## src/rtl/seq_logic_unit.sv

```systemverilog
// Multi-cycle bitwise logic unit (AND/OR/XOR/NOR), CHUNK bits per clock.
// Latency: N = WIDTH/CHUNK cycles from the accepted start edge to done.
// Backpressure: start is ignored while busy; result/zero hold until the next completion.
module seq_logic_unit #(
    parameter int WIDTH = 32,
    parameter int CHUNK = 8
) (
    input  logic             clk,
    input  logic             reset,
    input  logic             start,
    input  logic [1:0]       op,
    input  logic [WIDTH-1:0] a,
    input  logic [WIDTH-1:0] b,
    output logic             busy,
    output logic             done,
    output logic [WIDTH-1:0] result,
    output logic             zero
);

    localparam int N  = WIDTH / CHUNK;
    localparam int CW = (N > 1) ? $clog2(N) : 1;

    typedef enum logic {
        S_IDLE = 1'b0,
        S_RUN  = 1'b1
    } state_t;

    state_t             state_q, state_d;
    logic [CW-1:0]      cnt_q, cnt_d;
    logic [WIDTH-1:0]   a_sh_q, a_sh_d;
    logic [WIDTH-1:0]   b_sh_q, b_sh_d;
    logic [1:0]         op_q, op_d;
    logic [WIDTH-1:0]   acc_q, acc_d;
    logic [WIDTH-1:0]   result_q, result_d;
    logic               zero_q, zero_d;
    logic               done_q, done_d;

    logic [CHUNK-1:0]   chunk_res;
    logic [WIDTH-1:0]   acc_shift;
    logic [WIDTH-1:0]   a_nxt;
    logic [WIDTH-1:0]   b_nxt;
    logic               last_chunk;

    assign last_chunk = (cnt_q == CW'(N - 1));

    // Bitwise op on the current low chunk of the operand shift registers
    always_comb begin
        chunk_res = '0;
        case (op_q)
            2'b00:   chunk_res = a_sh_q[CHUNK-1:0] & b_sh_q[CHUNK-1:0];
            2'b01:   chunk_res = a_sh_q[CHUNK-1:0] | b_sh_q[CHUNK-1:0];
            2'b10:   chunk_res = a_sh_q[CHUNK-1:0] ^ b_sh_q[CHUNK-1:0];
            default: chunk_res = ~(a_sh_q[CHUNK-1:0] | b_sh_q[CHUNK-1:0]);
        endcase
    end

    // Chunk results enter at the MSB end so that after N shifts chunk 0 lands in bits [CHUNK-1:0];
    // the single-chunk case has no remaining accumulator bits to keep.
    generate
        if (N == 1) begin : g_single
            assign acc_shift = chunk_res;
            assign a_nxt     = '0;
            assign b_nxt     = '0;
        end else begin : g_multi
            assign acc_shift = {chunk_res, acc_q[WIDTH-1:CHUNK]};
            assign a_nxt     = {{CHUNK{1'b0}}, a_sh_q[WIDTH-1:CHUNK]};
            assign b_nxt     = {{CHUNK{1'b0}}, b_sh_q[WIDTH-1:CHUNK]};
        end
    endgenerate

    // FSM state register
    always_ff @(posedge clk or posedge reset) begin
        if (reset) begin
            state_q <= S_IDLE;
        end else begin
            state_q <= state_d;
        end
    end

    // FSM next-state: accept start in IDLE, leave RUN after the last chunk
    always_comb begin
        state_d = state_q;
        case (state_q)
            S_IDLE:  if (start) state_d = S_RUN;
            S_RUN:   if (last_chunk) state_d = S_IDLE;
            default: state_d = S_IDLE;
        endcase
    end

    // FSM outputs
    always_comb begin
        busy = (state_q == S_RUN);
    end

    // Datapath next-state: capture on start, step one chunk per RUN cycle, publish at completion
    always_comb begin
        cnt_d    = cnt_q;
        a_sh_d   = a_sh_q;
        b_sh_d   = b_sh_q;
        op_d     = op_q;
        acc_d    = acc_q;
        result_d = result_q;
        zero_d   = zero_q;
        done_d   = 1'b0;
        case (state_q)
            S_IDLE: begin
                if (start) begin
                    a_sh_d = a;
                    b_sh_d = b;
                    op_d   = op;
                    cnt_d  = '0;
                    acc_d  = '0;
                end
            end
            S_RUN: begin
                a_sh_d = a_nxt;
                b_sh_d = b_nxt;
                acc_d  = acc_shift;
                cnt_d  = cnt_q + 1'b1;
                if (last_chunk) begin
                    result_d = acc_shift;
                    zero_d   = (acc_shift == '0);
                    done_d   = 1'b1;
                    cnt_d    = '0;
                end
            end
            default: ;
        endcase
    end

    // Datapath registers; reset discards any in-flight operation
    always_ff @(posedge clk or posedge reset) begin
        if (reset) begin
            cnt_q    <= '0;
            a_sh_q   <= '0;
            b_sh_q   <= '0;
            op_q     <= '0;
            acc_q    <= '0;
            result_q <= '0;
            zero_q   <= 1'b1;
            done_q   <= 1'b0;
        end else begin
            cnt_q    <= cnt_d;
            a_sh_q   <= a_sh_d;
            b_sh_q   <= b_sh_d;
            op_q     <= op_d;
            acc_q    <= acc_d;
            result_q <= result_d;
            zero_q   <= zero_d;
            done_q   <= done_d;
        end
    end

    assign done   = done_q;
    assign result = result_q;
    assign zero   = zero_q;

endmodule

```

## config.mk

```make
export PLATFORM = sky130hd
export DESIGN_NAME = seq_logic_unit
export DESIGN_NICKNAME = d
export VERILOG_FILES = /design/src/rtl/seq_logic_unit.sv
export SDC_FILE = /design/constraint.sdc
export NUM_CORES = 1
export LEC_CHECK = 0
export BUFFER_PORTS_ARGS = -buffer_cell sky130_fd_sc_hd__buf_2
export CAP_MARGIN = 20
export CORE_ASPECT_RATIO = 2
export CORE_UTILIZATION = 50
export CTS_CLUSTER_DIAMETER = 60
export DETAILED_ROUTE_END_ITERATION = 10
export PLACE_DENSITY = 0.84
export REMOVE_ABC_BUFFERS = 1
export SETUP_SLACK_MARGIN = 0.02
export SYNTH_ARGS = -nofsm -noshare
export SYNTH_HDL_FRONTEND = slang
export SYNTH_SLANG_ARGS = --single-unit
```

## constraint.sdc

```tcl
create_clock -name clk -period 7.3 [get_ports clk]
set_input_delay 1.095 -clock clk [delete_from_list [all_inputs] [get_ports clk]]
set_output_delay 1.095 -clock clk [all_outputs]
set_load 0.01 [all_outputs]
```

# Word-level counts from Yosys, hierarchy flattened
# Index checks and enable logic that the tools add are counted.
dict set report classes {
  addsub 1
  bitwise 5
  eq_ne 4
  n_reduce_logical 4
  muxes 15
}
# operator count
set op_table {}
lappend op_table {{32-bit one-hot mux with 2 select lines} 3}
lappend op_table {{32-bit two-way mux} 3}
lappend op_table {{32-bit logical NOT} 1}
lappend op_table {{8-bit one-hot mux with 3 select lines} 1}
lappend op_table {{8-bit bitwise AND} 1}
lappend op_table {{8-bit NOT} 1}
lappend op_table {{8-bit bitwise OR} 1}
lappend op_table {{8-bit XOR} 1}
lappend op_table {{2-bit equality test (second input constant)} 2}
lappend op_table {{1-bit two-way mux} 4}
lappend op_table {{2-bit two-way mux} 2}
lappend op_table {{2-bit one-hot mux with 2 select lines} 1}
lappend op_table {{2-bit AND reduction} 2}
lappend op_table {{2-bit by 1-bit adder with 2-bit output (second input constant)} 1}
lappend op_table {{2-bit by 1-bit equality test with 1-bit output (second input constant)} 1}
lappend op_table {{2-bit logical NOT} 1}
lappend op_table {{2-bit inequality test (second input constant)} 1}
lappend op_table {{1-bit one-hot mux with 2 select lines} 1}
lappend op_table {{1-bit NOT} 1}
dict set report totals {
  out_inout_bits 35
  regBits 135
}

# Depth between registers and ports, before layout
dict set report depth {
  depth_word 4
  mapped_depth 6
  mapped_depth_nobuf 6
}

# Least setup slack after synthesis
# Ideal clock, no wire load.
dict set report synth_timing {
  kind {input -> register}
  from {input start}
  to {register a_sh_q[24]}
  required_ns 7.168
  slack_ns 5.274
  stages 5
  arrival_time_ns 1.894
  setup_ns 0.132
  cell_sequence {buf_2 > buf_4 > buf_2 > mux2i_1 > nor2_1}
}
dict set report synth_via {
  elab_chain_cells 1
}
# item line
set synth_rtl {}
lappend synth_rtl {{start: declaration} 10} ;# input logic start,
lappend synth_rtl {{2-bit inequality test (no source line)} -}
lappend synth_rtl {{end signal: assignment} 144} ;# a_sh_q <= a_sh_d;
lappend synth_rtl {{end: declaration} 30} ;# logic [WIDTH-1:0] a_sh_q, a_sh_d;
# Every way passes these cells.
# A chain may end at the register's enable or synchronous reset.

# Final worst setup path
dict set report layout_timing {
  from {register state_q, in the netlist busy}
  to {output busy}
}
# item line
set layout_rtl {}
lappend layout_rtl {{start: declaration} 28} ;# state_t state_q, state_d;
lappend layout_rtl {{start signal: assignment} 76} ;# state_q <= state_d;
lappend layout_rtl {{end: declaration} 14} ;# output logic busy,
# No word-level cell between the ends.

==> impl_metrics.csv <==
group,metric,value,unit
sta,rsz0062_at_grt,"false",
clocking,cts_root_buf,"clkbuf_16",
routing,vias_per_cell,5.25,
place,place_area,6420,um2
pwr,total_power,2.90,mW
global_routing,grt_pass1_vias,3958,
floorplanning,initial_core_util,51.6,%
outcome,status,"finished clean",
synth,postSynthAreaPerCell,11.3,um2
clocking,ctsResizeCount,0,
clocking,cts_tree,"yes",
critical_path,crit_start,"busy$_DFF_PP0_",
routing,antenna_left,0,
floorplanning,ioPinCount,104,
synth,syn_area,5860,um2
layout,fin_util,61.3,%
critical_path,endpoint,"busy",
clocking,clk_path_buf_depth,2,
floorplanning,die_height,155,um
synth,yosysSeqAreaShare,54.2,%
floorplanning,coreArea,11400,um2
routing,drc,0,
floorplanning,dieArea,12200,um2
critical_path,critPathMaxFanout,100,
clocking,cts_sinks,127,
global_routing,grt-ovfl-total,0,
pwr,swShare,34.6,%
clocking,cts_buffers,17,
sta,timing.fmax,301,MHz
sta,clock_skew,5.27,ps
sta,worst_pin_slew,842,ps
routing,drt-initial-drc-count,181,
global_routing,grt_usage,19.8,%
synth,synth-seq-cells,127,
layout,stdcell_count,767,
critical_path,crit_required,6200,ps
pwr,intPower,1.89,mW
layout,drive_above_1_share,27.7,%
sta,post-route-period-util,45.6,%
global_routing,antenna_found_initial,0,
clocking,post_cts_buffers,0,
critical_path,arrival,2230,ps
sta,hold_viol,0,
place,gp_congestion,0.773,
layout,area_delta_synth_final,18.7,%
synth,ys_types,25,
sta,final.setup.tns,0,ps
pwr,p_per_area,416,nW/um2
clocking,clock_latency,410,ps
pwr,ir_drop,0.000263,V
synth,yosys_warnings,0,
place,post-place-cells,736,
sta,relSlewSlack,43.9,%
place,io_buffers,103,
min_path,hp-class,"register to register",
clocking,ctsHoldBuffers,0,
critical_path,regToRegSetupSlack,5140,ps
routing,drt_wl_total,11300,um
pwr,p_seq_share,43.4,%
global_routing,grt_first_pass_wirelength,18500,um
pwr,pwr-share-comb,30.0,%
pwr,p_sw,1.00,mW
critical_path,reg2reg_to,"zero$_DFFE_PP1P_",
routing,vias,4027,
routing,first_pass_iters,4,
critical_path,rr_startpoint,"busy$_DFF_PP0_",
critical_path,crit_path_end_kind,"primary output",
pwr,p_leak,3.52,nW
sta,period_needed,3330,ps
clocking,htree_levels,4,
floorplanning,die_w,78.6,um
clocking,clk_pin_slew_worst_paths,50,ps
min_path,hp-start,"b_sh_q[29]$_DFFE_PP0P_",
floorplanning,rows,55,
run,cap_viol_max_count,0,
global_routing,grt_max_degree,101,
place,dp_hpwl,7870,um
critical_path,worstRegToRegCells,5,
routing,detail_route.wl_per_cell,14.7,um
sta,finalSetupViolCount,0,
critical_path,crit_path_start_kind,"register",
critical_path,crit_type,"register to primary output",
synth,synth_cells,521,
pwr,power_frac_clock,26.6,%
layout,final_area,6960,um2
layout,antenna_cells,0,
layout,nNetsFinal,699,
sta,slew_violations,0,
## synth_stat cells, drive strengths merged
master	number	area, um2
nor2b	1	6.26
a32o	1	10.0
nor2	18	67.6
xor2	8	70.1
ha	17	213
nand2	74	285
clkbuf	17	63.8
nand2b	26	163
nand3	1	5.00
nor4	8	56.3
a22o	1	8.76
mux2i	80	801
o21ai	73	365
mux2	34	383
dfrtp	126	3150
inv	18	72.6
dfstp	1	26.3
buf	16	109
nand4	1	6.26
## layer usage
metal  part of all wire [%]  track usage [%]  wire length [um]
met1                     39             22.7              4430
met2                     54             34.3              6080
met3                    3.4             3.58               383
met4                    3.5             10.9               400
met5                      0                0                 0
## power groups by stage
stage                     registers (mW)  clock network (mW)  logic [mW]
after floorplan                     1.27                   0       0.561
final                               1.26               0.771       0.868
after global routing                1.30               0.816       0.981
after global placement              1.25                   0       0.824
after CTS                           1.26               0.784       0.882
after detailed placement            1.27                   0       0.873
## flip-flops by register name (all words and copies together) (netlist names)
| register | cells |
|---|---|
| zero | 1 |
| busy | 1 |
| acc_q | 24 |
| done | 1 |
| result | 32 |
| a_sh_q | 32 |
| cnt_q | 2 |
| b_sh_q | 32 |
| op_q | 2 |
## cells by family after synthesis
kind of cell / count (synthesis) / share of synthesized area, %
AO/OA/AOI/OAI: 75 / 6.55
XOR/XNOR: 8 / 1.19
adder cells (fa/ha/maj): 17 / 3.63
buffers and inverters: 51 / 4.18
flip-flops: 127 / 54.2
multiplexers: 114 / 20.2
AND/OR/NAND/NOR: 129 / 10.0
## stage by stage
stage	setup WS [ps]	hold slack [ps]
6_report	3970	477
5_1_grt	3780	505
4_1_cts	3950	483
3_5_place_dp	4250	469
3_3_place_gp	4280	460
2_1_floorplan	2820	449
## cell usage in the layout (no fill, tap or decap), types with 8 or more instances in the layout
cell type,n
dfrtp_1,125
o21ai_0,73
inv_1,16
clkbuf_16,17
xor2_1,8
buf_2,102
nor2_1,18
ha_1,17
mux2_2,34
nand2_1,73
nand2b_1,26
mux2i_1,80
## worst min path at each step
| stage | to | slack (ps) | depth (start not counted) |
|---|---|---|---|
| 2_1_floorplan | a_sh_q[14]$_DFFE_PP0P_ | 450 | 2 |
| 3_3_place_gp | a_sh_q[19]$_DFFE_PP0P_ | 460 | 2 |
| 3_5_place_dp | b_sh_q[21]$_DFFE_PP0P_ | 470 | 2 |
| 4_1_cts | b_sh_q[21]$_DFFE_PP0P_ | 480 | 2 |
| 5_1_grt | a_sh_q[14]$_DFFE_PP0P_ | 500 | 2 |
| 6_report | b_sh_q[21]$_DFFE_PP0P_ | 480 | 2 |
## layout make-up
class	count	area, um2
clock buffers	24	482
flip-flops and latches	127	3180
inverters	18	75.1
well taps	142	178
fillers	908	4390
multi-input cells	343	2440
clock inverters	7	62.6
repair buffers	106	541
## critical path: stages, from the launching register on
cell and delay (ps):
dfrtp_4 800, buf_4 740, buf_2 260
(Power assumes the default switching activity.)
